--- config.mk ---
export PLATFORM = sky130hd
export DESIGN_NAME = icap_stream_writer
export DESIGN_NICKNAME = d
export VERILOG_FILES = /design/src/rtl/icap_stream_pkg.sv /design/src/rtl/icap_word_fifo.sv /design/src/rtl/icap_stream_writer.sv
export SDC_FILE = /design/constraint.sdc
export NUM_CORES = 1
export LEC_CHECK = 0
export CAP_MARGIN = 0
export CORE_MARGIN = 2
export CORE_UTILIZATION = 45
export CTS_CLUSTER_SIZE = 40
export DETAILED_ROUTE_END_ITERATION = 8
export DONT_BUFFER_PORTS = 1
export MAX_ROUTING_LAYER = met4
export PLACE_DENSITY = 0.62
export RECOVER_POWER = 25
export SLEW_MARGIN = 20
export SYNTH_ARGS = -nofsm -noshare
export SYNTH_HDL_FRONTEND = slang
export SYNTH_SLANG_ARGS = --single-unit
--- constraint.sdc ---
create_clock -name ACLK -period 9.2 [get_ports ACLK]
set_input_delay 1.84 -clock ACLK [delete_from_list [all_inputs] [get_ports ACLK]]
set_output_delay 1.84 -clock ACLK [all_outputs]
set_load 0.02 [all_outputs]
--- src/rtl/icap_stream_pkg.sv ---
// icap_stream_pkg
// Shared types and helpers for the ICAP stream writer:
//   state_t    - writer FSM states
//   ERR_*      - err_code encodings reported to the register slave
//   bitswap32  - reverses bit order inside each byte of a 32-bit word
package icap_stream_pkg;

  typedef enum logic [2:0] {
    IDLE,
    SETUP,
    WRITE,
    HOLD,
    WAIT_DONE,
    DISCARD,
    DONE
  } state_t;

  localparam logic [1:0] ERR_NONE    = 2'd0;
  localparam logic [1:0] ERR_PRERROR = 2'd1;
  localparam logic [1:0] ERR_TIMEOUT = 2'd2;
  localparam logic [1:0] ERR_ABORT   = 2'd3;

  // ICAP expects each byte bit-reversed relative to the bitstream file order.
  function automatic logic [31:0] bitswap32(input logic [31:0] d);
    logic [31:0] r;
    r = '0;
    for (int k = 0; k < 4; k++) begin
      for (int b = 0; b < 8; b++) begin
        r[8*k+b] = d[8*k+7-b];
      end
    end
    return r;
  endfunction

endpackage

--- src/rtl/icap_word_fifo.sv ---
// icap_word_fifo
// Synchronous word FIFO with first-word-fall-through head output.
// Ports:
//   clk, rst    - clock, asynchronous active-high reset
//   push, din   - write a word (accepted when not full, or when popping too)
//   pop, dout   - dout is the current head; pop removes it
//   flush       - drop all contents; takes priority over push/pop
//   full, empty - occupancy flags
module icap_word_fifo
  import icap_stream_pkg::*;
#(
  parameter int DEPTH = 16,
  parameter int WIDTH = 32
) (
  input  logic             clk,
  input  logic             rst,
  input  logic             push,
  input  logic             pop,
  input  logic             flush,
  input  logic [WIDTH-1:0] din,
  output logic [WIDTH-1:0] dout,
  output logic             full,
  output logic             empty
);

  localparam int AW = $clog2(DEPTH);

  logic [WIDTH-1:0] mem [DEPTH];
  logic [AW-1:0]    wr_ptr;
  logic [AW-1:0]    rd_ptr;
  logic [AW:0]      count;
  logic             do_push;
  logic             do_pop;

  assign full    = (count == (AW+1)'(DEPTH));
  assign empty   = (count == '0);
  assign dout    = mem[rd_ptr];
  // A push into a full FIFO is legal when the head leaves in the same cycle.
  assign do_push = push && (!full || pop);
  assign do_pop  = pop && !empty;

  always_ff @(posedge clk or posedge rst) begin
    if (rst) begin
      wr_ptr <= '0;
      rd_ptr <= '0;
      count  <= '0;
    end else if (flush) begin
      wr_ptr <= '0;
      rd_ptr <= '0;
      count  <= '0;
    end else begin
      if (do_push) wr_ptr <= wr_ptr + 1'b1;
      if (do_pop)  rd_ptr <= rd_ptr + 1'b1;
      case ({do_push, do_pop})
        2'b10:   count <= count + 1'b1;
        2'b01:   count <= count - 1'b1;
        default: count <= count;
      endcase
    end
  end

  always_ff @(posedge clk) begin
    if (do_push && !flush) mem[wr_ptr] <= din;
  end

endmodule

--- src/rtl/icap_stream_writer.sv ---
// icap_stream_writer
// Buffers partial-bitstream words from the AXI read master, bit-swaps them
// and writes them to ICAPE3 with CSIB/RDWRB sequencing, then reports the
// PRDONE/PRERROR outcome.
// Ports:
//   ACLK, ARESET                - clock, asynchronous active-high reset
//   start, abort, word_count    - control from the register slave
//   s_tdata/s_tvalid/s_tready   - bitstream word stream
//   icap_csib/rdwrb/i           - registered ICAPE3 write port
//   icap_avail/prdone/prerror   - ICAPE3 status
//   busy, done, error, err_code - transfer status (done/error held until start)
//   words_sent                  - words written to ICAP in this transfer
module icap_stream_writer
  import icap_stream_pkg::*;
#(
  parameter int FIFO_DEPTH     = 16,
  parameter int CNT_W          = 24,
  parameter int BIT_SWAP       = 1,
  parameter int TIMEOUT_CYCLES = 65536
) (
  input  logic             ACLK,
  input  logic             ARESET,
  input  logic             start,
  input  logic             abort,
  input  logic [CNT_W-1:0] word_count,
  input  logic [31:0]      s_tdata,
  input  logic             s_tvalid,
  output logic             s_tready,
  output logic             icap_csib,
  output logic             icap_rdwrb,
  output logic [31:0]      icap_i,
  input  logic             icap_avail,
  input  logic             icap_prdone,
  input  logic             icap_prerror,
  output logic             busy,
  output logic             done,
  output logic             error,
  output logic [1:0]       err_code,
  output logic [CNT_W-1:0] words_sent
);

  localparam int TW = $clog2(TIMEOUT_CYCLES + 1);

  state_t           state, state_n;
  logic [CNT_W-1:0] cnt_q, cnt_n;
  logic [CNT_W-1:0] acc_q, acc_n;
  logic [CNT_W-1:0] words_sent_n;
  logic [TW-1:0]    timer, timer_n;
  logic             csib_n, rdwrb_n, busy_n, done_n, error_n;
  logic [31:0]      icap_i_n;
  logic [1:0]       err_code_n;
  logic             fifo_push, fifo_pop, fifo_flush, fifo_full, fifo_empty;
  logic [31:0]      fifo_head;
  logic             err_hit;
  logic [1:0]       err_val;

  icap_word_fifo #(
    .DEPTH(FIFO_DEPTH),
    .WIDTH(32)
  ) u_fifo (
    .clk  (ACLK),
    .rst  (ARESET),
    .push (fifo_push),
    .pop  (fifo_pop),
    .flush(fifo_flush),
    .din  (s_tdata),
    .dout (fifo_head),
    .full (fifo_full),
    .empty(fifo_empty)
  );

  always_comb begin
    state_n      = state;
    cnt_n        = cnt_q;
    acc_n        = acc_q;
    words_sent_n = words_sent;
    timer_n      = timer;
    csib_n       = icap_csib;
    rdwrb_n      = icap_rdwrb;
    icap_i_n     = icap_i;
    busy_n       = busy;
    done_n       = done;
    error_n      = error;
    err_code_n   = err_code;
    s_tready     = 1'b0;
    fifo_push    = 1'b0;
    fifo_pop     = 1'b0;
    fifo_flush   = 1'b0;
    err_hit      = 1'b0;
    err_val      = ERR_NONE;

    // Error sources in priority order: PRERROR beats abort beats timeout.
    if (icap_prerror && (state inside {WRITE, HOLD, WAIT_DONE})) begin
      err_hit = 1'b1;
      err_val = ERR_PRERROR;
    end else if (abort && (state inside {SETUP, WRITE, HOLD, WAIT_DONE})) begin
      err_hit = 1'b1;
      err_val = ERR_ABORT;
    end else if (state == WAIT_DONE && timer == TW'(TIMEOUT_CYCLES - 1)) begin
      err_hit = 1'b1;
      err_val = ERR_TIMEOUT;
    end

    case (state)
      IDLE: begin
        if (start) begin
          if (word_count != '0) begin
            cnt_n        = word_count;
            acc_n        = '0;
            words_sent_n = '0;
            done_n       = 1'b0;
            error_n      = 1'b0;
            err_code_n   = ERR_NONE;
            busy_n       = 1'b1;
            // Direction flips to write while CSIB is still high.
            rdwrb_n      = 1'b0;
            state_n      = SETUP;
          end else begin
            words_sent_n = '0;
            done_n       = 1'b1;
            error_n      = 1'b0;
            err_code_n   = ERR_NONE;
          end
        end
      end
      SETUP: state_n = WRITE;
      WRITE: begin
        s_tready  = !fifo_full && (acc_q < cnt_q);
        fifo_push = s_tvalid && s_tready;
        if (fifo_push) acc_n = acc_q + 1'b1;
        if (words_sent == cnt_q) begin
          // Last word is on the bus this cycle; deselect before HOLD.
          csib_n  = 1'b1;
          state_n = HOLD;
        end else if (!fifo_empty && icap_avail) begin
          fifo_pop     = 1'b1;
          csib_n       = 1'b0;
          icap_i_n     = (BIT_SWAP != 0) ? bitswap32(fifo_head) : fifo_head;
          words_sent_n = words_sent + 1'b1;
        end else begin
          csib_n = 1'b1;
        end
      end
      HOLD: begin
        rdwrb_n = 1'b1;
        timer_n = '0;
        state_n = WAIT_DONE;
      end
      WAIT_DONE: begin
        timer_n = timer + 1'b1;
        if (icap_prdone) state_n = DONE;
      end
      DISCARD: begin
        rdwrb_n  = 1'b1;
        // Keep draining so the read master finishes its burst without stalling.
        s_tready = (acc_q < cnt_q);
        if (s_tvalid && s_tready) acc_n = acc_q + 1'b1;
        if (acc_q == cnt_q) begin
          error_n = 1'b1;
          done_n  = 1'b1;
          busy_n  = 1'b0;
          state_n = IDLE;
        end
      end
      DONE: begin
        done_n  = 1'b1;
        busy_n  = 1'b0;
        state_n = IDLE;
      end
      default: state_n = IDLE;
    endcase

    // Error exit: deselect now, release RDWRB on the following cycle (DISCARD).
    if (err_hit) begin
      err_code_n   = err_val;
      csib_n       = 1'b1;
      rdwrb_n      = icap_rdwrb;
      icap_i_n     = icap_i;
      words_sent_n = words_sent;
      fifo_pop     = 1'b0;
      fifo_flush   = 1'b1;
      state_n      = DISCARD;
    end
  end

  always_ff @(posedge ACLK or posedge ARESET) begin
    if (ARESET) begin
      state      <= IDLE;
      cnt_q      <= '0;
      acc_q      <= '0;
      words_sent <= '0;
      timer      <= '0;
      icap_csib  <= 1'b1;
      icap_rdwrb <= 1'b1;
      icap_i     <= '0;
      busy       <= 1'b0;
      done       <= 1'b0;
      error      <= 1'b0;
      err_code   <= ERR_NONE;
    end else begin
      state      <= state_n;
      cnt_q      <= cnt_n;
      acc_q      <= acc_n;
      words_sent <= words_sent_n;
      timer      <= timer_n;
      icap_csib  <= csib_n;
      icap_rdwrb <= rdwrb_n;
      icap_i     <= icap_i_n;
      busy       <= busy_n;
      done       <= done_n;
      error      <= error_n;
      err_code   <= err_code_n;
    end
  end

endmodule

==> out/qor.txt <==
status: completed
Post-CTS Repair Setup Buffers: 0
Switching Power: 1.207 mW
worst skew pair latency: 0.61 ns
layout cells sized above 1: 0.2162
vias in the first global route: 14.36k
YS warnings: 0
Remaining DRCs: 0
mux contribution to synthesized area: 0.1502
DIE AREA: 62,100 um2
P_int: 4.858 mW
Worst EP arrival: 2.93 ns
Area Growth Syn to Fin: 11.58%
die extent in x: 249.2 um
Synth area leaders: edfxtp_1, mux4_2, dfrtp_1, ha_1, xnor2_1
drt via density: 5.783
Synth Area in Simple Gates: 0.06377
first-pass GRT wire length: 89,000 um
CTS Buffer Depth: 3
Sink Count: 656
setup TNS: 0 ns
Netlist cell types: 68
largest net degree at the start of global routing: 85
Max Clk Rate: 0.2098 GHz
PwrDens: 200.9 nW/um2
crit path time final: 4.766 ns
hpwl dp: 33,510 um
wire per inst: 24.38 um
Post-synth EDFFs: 512
Final Setup Violations: 0
Synthesized Nets: 1,641
GRT Overall Usage: 0.1953
Worst Setup Start Kind: flip-flop
H-tree levels: 3
leak pwr: 10.22 nW
post-layout util: 0.5096
final period utilization: 0.5180
final hold vios: 0
r2r setup slk: 4.71 ns
Root Buffer: clkbuf_16
Setup WS post-layout: 4.434 ns
xor and xnor area share after synthesis: 0.01878
initial antenna violation count: 0
Hold Buf Count CTS: 0
Tightest Pin Transition: 1.101 ns
Worst EP required: 7.36 ns
worst reg2reg path depth: 17
VDD IR max: 0.0001584 V
worst hold path type: reg -> reg
RSZ-0062 raised after global routing: no
number of synthesized register bits: 656
dpl ws: 3.886 ns
sequential share of power: 0.532
Synth top cells by count: edfxtp_1, mux4_2, dfrtp_1, nand2_1, nor2_1
Clock transition at path regs: 0.06 ns
initial DRC count: 1,117
Hold Path Cell Cnt: 2
DIE HEIGHT: 249.2 um
RD Place Congestion: 0.8808
Seq/Total Area, Yosys: 0.7015
PortBufs: 0
Rel. slew slack: 0.2658
TritonCTS clock tree: yes
crit path to: s_tready
# IOs: 128
max cap viols: 0
area leader, netlist: edfxtp_1
Antenna Cells: 0
CTS Buf Count: 70
DR pass1 iterations: 5
post-detailed-route count of antenna-violating nets: 0
Comb pwr share: 0.010
RR Startpoint: timer[2]
Avg Inst Size Synth: 17.57 um2
clock power share: 0.458
Synth top area share: 0.5683
Synth async-reset ratio: 0.2195
Net Sw Frac: 0.1989
combinational family with the most area after synthesis: multiplexers
critical path type: reg -> out
Compound-Gate Fraction of Synth Area: 0.02964
drt total wl: 57,970 um
Most used DFF post-synth: edfxtp_1
Max FO, Critical Path: 8
CP endpoint kind: output port
count leader, synth: edfxtp_1
Critical R2R Capture: u_fifo.count[4]
starting density of the core: 0.4567
Site Rows: 89
via count: 13.75k
total global routing overflow: 0
Syn Inst Count: 1,540
fin nets: 1,650
Critical path origin: acc_q[19]
core footprint: 59,240 um2
Synth Cell Area: 27,060 um2
post-synthesis adder-cell area fraction: 0.01739
fin. max-slew vios: 0
clk_skew: 0.02866 ns
PostCTS Resize Cnt: 0
critical path, cell delays in order, from the launching register on:
cell      delay (ns)
dfrtp_1         0.43
ha_1            0.33
a21oi_1         0.16
o21ai_0         0.11
a221oi_1        0.49
nand2_1         0.30
nor2_1          0.51
cells by family after synthesis:
family / after synthesis
AO/OA/AOI/OAI: 129
flip-flops: 656
XOR/XNOR: 58
multiplexers: 202
buffers and inverters: 125
AND/OR/NAND/NOR: 333
adder cells (fa/ha/maj): 37
power by group through the flow:
stage | combinational [mW] | clock [mW] | sequential, mW
4_1_cts | 0.0615 | 2.83 | 3.23
6_report | 0.0598 | 2.78 | 3.23
5_1_grt | 0.0694 | 2.95 | 3.22
2_1_floorplan | 0.0476 | 0 | 3.28
3_3_place_gp | 0.0586 | 0 | 3.29
3_5_place_dp | 0.0613 | 0 | 3.29
placed cells by master, fill, tap and decap left out, types with 5 or more instances in the layout:
master	netlist	routed
a21o_1	5	5
a21oi_1	26	26
and2_1	23	10
and2_2	0	6
and2_4	0	7
and3_1	7	7
and4_1	6	6
buf_4	0	9
bufinv_16	0	5
clkbuf_1	46	19
clkbuf_16	0	71
clkbuf_8	0	6
clkinv_1	0	9
clkinv_2	0	10
dfrtp_1	142	138
edfxtp_1	512	512
ha_1	36	36
inv_1	50	49
mux2_2	32	32
mux2i_1	9	9
mux4_2	160	160
nand2_1	91	90
nand2b_1	7	7
nand3_1	39	39
nand4_1	27	27
nor2_1	65	61
nor3_1	19	19
nor4_1	13	13
o21ai_0	59	59
o31ai_1	8	8
or3_1	5	5
or4_1	9	9
xnor2_1	49	49
xor2_1	9	9
area by class of cell:
cell class	count	area [um2]
Clock buffer	96	1931
Clock inverter	32	356.6
Fill cell	4768	29050
Inverter	50	192.7
Multi-Input combinational cell	759	7629
Sequential cell	656	18990
Tap cell	773	967.2
Timing Repair Buffer	12	118.9
metal layers:
layer / up-vias / GRT usage / share of wire
li1: 6079 / - / -
met1: 7211 / 0.2502 / 0.43
met2: 358 / 0.3125 / 0.49
met3: 105 / 0.05026 / 0.063
met4: 0 / 0.05060 / 0.023
met5: - / - / 0
stage by stage:
step	instances	power [mW]	area, um2	hold WS (ns)
6_report	2378	6.065	30190	0.4822
5_1_grt	2378	6.246	30190	0.5199
4_1_cts	2377	6.121	30160	0.4938
3_5_place_dp	2249	3.347	27870	0.4808
3_3_place_gp	2249	3.344	27870	0.4679
2_1_floorplan	1540	3.329	27060	0.4496
flip-flops by register name (all words and copies together), names as in the netlist:
| signal | count |
|---|---|
| done | 1 |
| u_fifo.mem | 512 |
| words_sent | 24 |
| icap_i | 32 |
| timer | 17 |
| busy | 1 |
| state | 3 |
| cnt_q | 24 |
| u_fifo.count | 5 |
| error | 1 |
| acc_q | 24 |
| u_fifo.rd_ptr | 4 |
| icap_rdwrb | 1 |
| u_fifo.wr_ptr | 4 |
| err_code | 2 |
| icap_csib | 1 |
how the worst min path moves through the flow:
stage               startpoint        end
finish               timer[16]  timer[16]
global route          timer[6]   timer[6]
CTS                  timer[15]  timer[15]
detailed placement   timer[16]  timer[16]
global placement     timer[16]  timer[16]
floorplan            timer[15]  timer[15]
Note: power is estimated with default switching activity, not from simulation.
